$ cat src/rtl/pkt_arb_pkg.sv
// Shared packet-framing definitions for the channel arbiter and the
// downstream framer. Both sides must agree on the 2-bit state encoding
// exposed on the arbiter's `state` port.
package pkt_arb_pkg;

  typedef enum logic [1:0] {
    STATE_IDLE = 2'b00,
    STATE_HEAD = 2'b01,
    STATE_DATA = 2'b10,
    STATE_TAIL = 2'b11
  } pkt_state_t;

endpackage

$ cat src/rtl/pkt_channel_arbiter_rr_picker.sv
// rr_picker: combinational round-robin selector.
// Ports:
//   elig_i   - NUM_REQ-bit mask of requesters that may be chosen
//   rr_ptr_i - index at which the search starts (searching upward, wrapping)
//   sel_o    - index of the first eligible requester at or after rr_ptr_i
//   any_o    - high when at least one requester is eligible
module rr_picker
  import pkt_arb_pkg::*;
#(
  parameter int NUM_REQ = 4
) (
  input  logic [NUM_REQ-1:0]         elig_i,
  input  logic [$clog2(NUM_REQ)-1:0] rr_ptr_i,
  output logic [$clog2(NUM_REQ)-1:0] sel_o,
  output logic                       any_o
);

  localparam int IW = $clog2(NUM_REQ);

  // Walk the offsets from farthest to nearest so the nearest eligible
  // requester (lowest offset from the pointer) is the last one written.
  always_comb begin
    sel_o = '0;
    any_o = 1'b0;
    for (int k = NUM_REQ - 1; k >= 0; k--) begin
      if (elig_i[(int'(rr_ptr_i) + k) % NUM_REQ]) begin
        sel_o = IW'((int'(rr_ptr_i) + k) % NUM_REQ);
        any_o = 1'b1;
      end
    end
  end

endmodule

$ cat src/rtl/pkt_channel_arbiter.sv
// pkt_channel_arbiter: shares one packet channel between NUM_REQ
// requesters. A requester wins the channel with a head beat and keeps it
// until its tail beat (or until the packet hits MAX_BEATS and is cut
// short); ownership then rotates round-robin.
// Ports:
//   clk, reset           - clock and synchronous active-high reset
//   req_valid/head/tail  - per-requester beat qualifiers (NUM_REQ bits)
//   req_data             - per-requester payload, requester i at [i*DATA_W +: DATA_W]
//   req_ready            - per-requester accept strobe
//   out_valid/head/tail  - muxed channel beat toward the consumer
//   out_data             - muxed payload
//   out_ready            - consumer accepts the beat
//   grant                - one-hot packet owner while a packet is open
//   state                - framing state (pkt_state_t encoding)
//   abort                - one-cycle pulse after a packet was force-terminated
module pkt_channel_arbiter
  import pkt_arb_pkg::*;
#(
  parameter int NUM_REQ   = 4,
  parameter int DATA_W    = 8,
  parameter int MAX_BEATS = 16
) (
  input  logic                       clk,
  input  logic                       reset,
  input  logic [NUM_REQ-1:0]         req_valid,
  input  logic [NUM_REQ-1:0]         req_head,
  input  logic [NUM_REQ-1:0]         req_tail,
  input  logic [NUM_REQ*DATA_W-1:0]  req_data,
  output logic [NUM_REQ-1:0]         req_ready,
  output logic                       out_valid,
  output logic                       out_head,
  output logic                       out_tail,
  output logic [DATA_W-1:0]          out_data,
  input  logic                       out_ready,
  output logic [NUM_REQ-1:0]         grant,
  output logic [1:0]                 state,
  output logic                       abort
);

  localparam int IW = $clog2(NUM_REQ);
  localparam int CW = $clog2(MAX_BEATS + 1);
  // Count value at which the next accepted beat is the last one allowed.
  localparam logic [CW-1:0] LIM_CNT = CW'(MAX_BEATS - 1);

  pkt_state_t    state_q, state_d;
  logic [IW-1:0] owner_q, owner_d;
  logic [IW-1:0] rr_ptr_q, rr_ptr_d;
  logic [CW-1:0] beat_cnt_q, beat_cnt_d;
  logic          abort_q, abort_d;

  logic          arb;
  logic [IW-1:0] pick_sel;
  logic          pick_any;
  logic [IW-1:0] sel;
  logic          beat_valid;
  logic          at_limit;
  logic          xfer;

  rr_picker #(
    .NUM_REQ (NUM_REQ)
  ) u_picker (
    .elig_i   (req_valid & req_head),
    .rr_ptr_i (rr_ptr_q),
    .sel_o    (pick_sel),
    .any_o    (pick_any)
  );

  // IDLE and TAIL are the cycles in which a new head may win the channel;
  // taking heads in TAIL gives zero-gap back-to-back packets.
  assign arb        = (state_q == STATE_IDLE) || (state_q == STATE_TAIL);
  assign sel        = arb ? pick_sel : owner_q;
  assign beat_valid = arb ? pick_any : req_valid[owner_q];
  assign at_limit   = !arb && (beat_cnt_q == LIM_CNT);

  assign out_valid  = !reset && beat_valid;
  assign out_head   = !reset && arb && pick_any;
  assign out_tail   = out_valid && (req_tail[sel] || at_limit);
  assign out_data   = reset ? '0 : req_data[int'(sel)*DATA_W +: DATA_W];
  assign xfer       = out_valid && out_ready;

  // Only the selected requester sees ready, and only for a beat the
  // channel would actually take, so a headless beat is never swallowed.
  always_comb begin
    req_ready = '0;
    if (out_valid && out_ready) begin
      req_ready[sel] = 1'b1;
    end
  end

  always_comb begin
    grant = '0;
    if (!reset && !arb) begin
      grant[owner_q] = 1'b1;
    end
  end

  assign state = state_q;
  assign abort = abort_q;

  always_comb begin
    state_d    = state_q;
    owner_d    = owner_q;
    rr_ptr_d   = rr_ptr_q;
    beat_cnt_d = beat_cnt_q;
    abort_d    = 1'b0;
    if (arb) begin
      if (xfer) begin
        owner_d    = sel;
        rr_ptr_d   = (sel == IW'(NUM_REQ - 1)) ? '0 : sel + IW'(1);
        beat_cnt_d = CW'(1);
        state_d    = req_tail[sel] ? STATE_TAIL : STATE_HEAD;
      end else if (!pick_any) begin
        state_d = STATE_IDLE;
      end
    end else if (xfer) begin
      beat_cnt_d = beat_cnt_q + CW'(1);
      state_d    = (req_tail[sel] || at_limit) ? STATE_TAIL : STATE_DATA;
      abort_d    = at_limit && !req_tail[sel];
    end
  end

  always_ff @(posedge clk) begin
    if (reset) begin
      state_q    <= STATE_IDLE;
      owner_q    <= '0;
      rr_ptr_q   <= '0;
      beat_cnt_q <= '0;
      abort_q    <= 1'b0;
    end else begin
      state_q    <= state_d;
      owner_q    <= owner_d;
      rr_ptr_q   <= rr_ptr_d;
      beat_cnt_q <= beat_cnt_d;
      abort_q    <= abort_d;
    end
  end

endmodule
$ cat config.mk
export PLATFORM = sky130hd
export DESIGN_NAME = pkt_channel_arbiter
export DESIGN_NICKNAME = d
export VERILOG_FILES = /design/src/rtl/pkt_arb_pkg.sv /design/src/rtl/pkt_channel_arbiter_rr_picker.sv /design/src/rtl/pkt_channel_arbiter.sv
export SDC_FILE = /design/constraint.sdc
export NUM_CORES = 1
export LEC_CHECK = 0
export BUFFER_PORTS_ARGS = -buffer_cell sky130_fd_sc_hd__buf_2
export CAP_MARGIN = 20
export CORE_UTILIZATION = 44
export CTS_CLUSTER_SIZE = 16
export DETAILED_ROUTE_END_ITERATION = 16
export GPL_TIMING_DRIVEN = 0
export PLACE_DENSITY = 0.86
export SYNTH_ARGS = -nofsm -noshare
export SYNTH_HDL_FRONTEND = slang
export SYNTH_SLANG_ARGS = --single-unit
$ cat constraint.sdc
create_clock -name clk -period 3.3 [get_ports clk]
set_input_delay 0.66 -clock clk [delete_from_list [all_inputs] [get_ports clk]]
set_output_delay 0.66 -clock clk [all_outputs]
set_load 0.02 [all_outputs]
==> results_dict.tcl <==
set metrics [dict create \
    synth_top_area_share_pct 19.71 \
    cp-end-kind "output pin" \
    pre_cts_ws_ps 39.05 \
    clk_pin_slew_ps 80 \
    power_frac_seq_pct 20.3 \
    wl_um 3293 \
    path_cells "buf_2 > a22oi_1 > nor2_1 > o221ai_2 > a21oi_1 > buf_4 > buf_8 > inv_1 > ha_1 > and2_1 > buf_2" \
    p_int_uw 487.3 \
    synth-seq-area-share_pct 19.71 \
    via_count 1412 \
    drive_above_1_share_pct 37.67 \
    root_buffer "clkbuf_4" \
    ys_warn_count 0 \
    crit_required_ps 2640 \
    maxCapViolCount 0 \
    crit_start "req_valid[1]" \
    die_w_um 54.63 \
    avgRoutedWirePerCell_um 13.02 \
    via_per_inst 5.581 \
    switching_share_pct 47.49 \
    relSlewSlack_pct 57.48 \
    netlist_top_cells_area "dfxtp_1 20%, mux2i_1 16%, ha_1 6.2%" \
    dr.pass1.iters 4 \
    startpoint_type "input port" \
    die_h_um 54.63 \
    grt_pass1_wl_um 5181 \
    syn-num-nets 205 \
    port_buffers 67 \
    num_rows 18 \
    cts_tree "yes" \
    path_class "input port to output pin" \
    clock_latency_ps 290 \
    max_stage_delay_ps 290 \
    cp.buffers_inverters 5 \
    status "completed" \
    core_mm2 0.002545 \
    finalSetupViolCount 0 \
    grt_setup_unrepaired "no" \
    ir_drop_v 0.0004361 \
    clock.fmax_mhz 321.0 \
    synth_top_area_cell "dfxtp_1" \
    num_antenna_cells 0 \
    maxSlewViolCount 0 \
    crit_fanout 11 \
    cts_sinks 12 \
    cts_buffer_depth 2 \
    synth_edf_count 0 \
    synth_cell_type_count 46 \
    track_usage_pct 24.50 \
    hpwlAfterDp_um 2673 \
    drtIter0Drc 30 \
    postCtsHoldBufs 0 \
    clockPowerShare_pct 13.2 \
    drc 0 \
    synth_top_flop_cell "dfxtp_1" \
    cts_max_level 1 \
    hold_start "beat_cnt_q[1]$_SDFFE_PP0P_" \
    cp.arrival_ps 2450 \
    grt_max_degree 12 \
    r2r_cells 6 \
    p_comb_share_pct 66.5 \
    finalCriticalPeriod_ps 3115 \
    worst_pin_slew_ps 637.8 \
    slowest_stage "o221ai_2" \
    grt-ovfl-total 0 \
    hold_depth 2 \
    postCtsResizedCells 0 \
    power_density_mw_per_mm2 567.9 \
    start_util_pct 47.89 \
    leakagePower_nw 0.8826 \
    grt_antenna_before_repair 0 \
    netlist_area_mm2 0.001219 \
    syn_inst 152 \
    synth_seq_cells 12 \
    layout.nets 277 \
    dieArea_mm2 0.002984 \
    avgSynthCellArea_um2 8.018 \
    worstReg2RegEnd "state[0]$_SDFFE_PP0P_" \
    gp_congestion 0.8596 \
    r2r-start "state[1]$_SDFFE_PP0P_" \
    hold_path_class "flip-flop to flip-flop" \
    hold_viol_final 0 \
    fin_tns_setup_ps 0 \
    cts_buffers 3 \
    dp.cells 249 \
    post-route-period-util_pct 94.39 \
    fin_ws_ps 185.1 \
    critPathMostFrequentCell "buf_2" \
    min_to "beat_cnt_q[1]$_SDFFE_PP0P_" \
    total_power_uw 928.0 \
    p_sw_uw 440.7 \
    grt_pass1_vias 1259 \
    finalClockSkew_ps 5.542 \
    synthArstFlopShare_pct 0 \
    ios 69 \
    r2r_slack_ps 1070 \
    cts_setup_buffers 0 \
    ant_nets 0 \
    stdcell_count 253 \
    area_growth_pct 34.09 \
    path_delay_family "buffers and inverters" \
]
cells by family (layout without fill, tap and decap cells):
logic type | count (synthesis) | after routing | share of synthesized area (%)
AO/OA/AOI/OAI | 39 | 39 | 22.49
XOR/XNOR | 2 | 2 | 1.438
adder cells (fa/ha/maj) | 6 | 6 | 6.160
buffers and inverters | 12 | 83 | 5.544
flip-flops | 12 | 12 | 19.71
multiplexers | 20 | 20 | 17.45
AND/OR/NAND/NOR | 61 | 61 | 27.21
cells in the final DEF, fill, tap and decap left out, drive strengths merged, types with 3 or more instances in the layout:
master and instances:
nand2 17, o22ai 9, inv 4, o21ai 4, and2 5, and3 5
nand2b 5, nor4 3, buf 72, nor2 12, mux2i 19, ha 6
clkbuf 7, dfxtp 12, nor3 3, a21oi 11
power groups by stage:
stage / combinational [mW] / clock [mW] / sequential (mW)
after global routing: 0.673 / 0.135 / 0.193
after detailed placement: 0.618 / 0 / 0.192
after CTS: 0.619 / 0.125 / 0.188
after floorplan: 0.452 / 0 / 0.197
after global placement: 0.606 / 0 / 0.191
final: 0.617 / 0.122 / 0.188
how the worst max path moves through the flow:
stage                              end  depth (start not counted)
after floorplan            out_data[0]                          8
after global placement    req_ready[3]                         11
after detailed placement  req_ready[3]                         11
after CTS                 req_ready[3]                         11
after global routing      req_ready[3]                         11
final                     req_ready[3]                         11
state kept, by name, summed over array words and instances, names as in the netlist:
signal / flops
abort: 1
beat_cnt_q: 5
owner_q: 2
rr_ptr_q: 2
state: 2
per-layer routing:
layer,up-vias,part of all wire [%],global-route usage [%]
met5,-,0,0
met4,0,1.2,11.54
met3,5,5.3,3.611
met2,56,53,45.98
met1,644,41,26.19
li1,707,-,-
worst reg2reg max path, stage by stage, from the launching register on:
cell      delay [ps]
dfxtp_1          470
xor2_1           410
nand2_1          190
a21oi_1          570
nand3b_1         190
a21oi_1          190
a211oi_1          80
synthesized netlist by cell type, types with 3 or more instances:
cell / n
mux2i_1: 19
nand2_1: 17
dfxtp_1: 12
a21oi_1: 11
nor2_1: 11
o22ai_1: 8
ha_1: 6
and2_1: 5
nand2b_1: 5
and3_1: 4
o21ai_0: 4
clkbuf_1: 3
inv_1: 3
nor3_1: 3
nor4_1: 3
per-stage QoR:
stage / area [um^2] / utilization [%] / hold slack (ps)
after detailed placement: 1592 / 62.54 / 466.9
after floorplan: 1219 / - / 448.8
after CTS: 1628 / 63.96 / 479.0
after global routing: 1634 / 64.21 / 509.9
after global placement: 1592 / 62.54 / 464.4
final: 1634 / 64.21 / 473.7
area by class of cell:
cell class              instances  area [um^2]
repair buffers                 67        335.3
clock buffers                   4        36.28
well taps                      30        37.54
inverters                       4        15.01
fillers                       229        910.9
multi-input cells             128        917.1
flip-flops and latches         12        240.2
plain buffers                   8        52.55
Power figures use the tool's default switching activity.
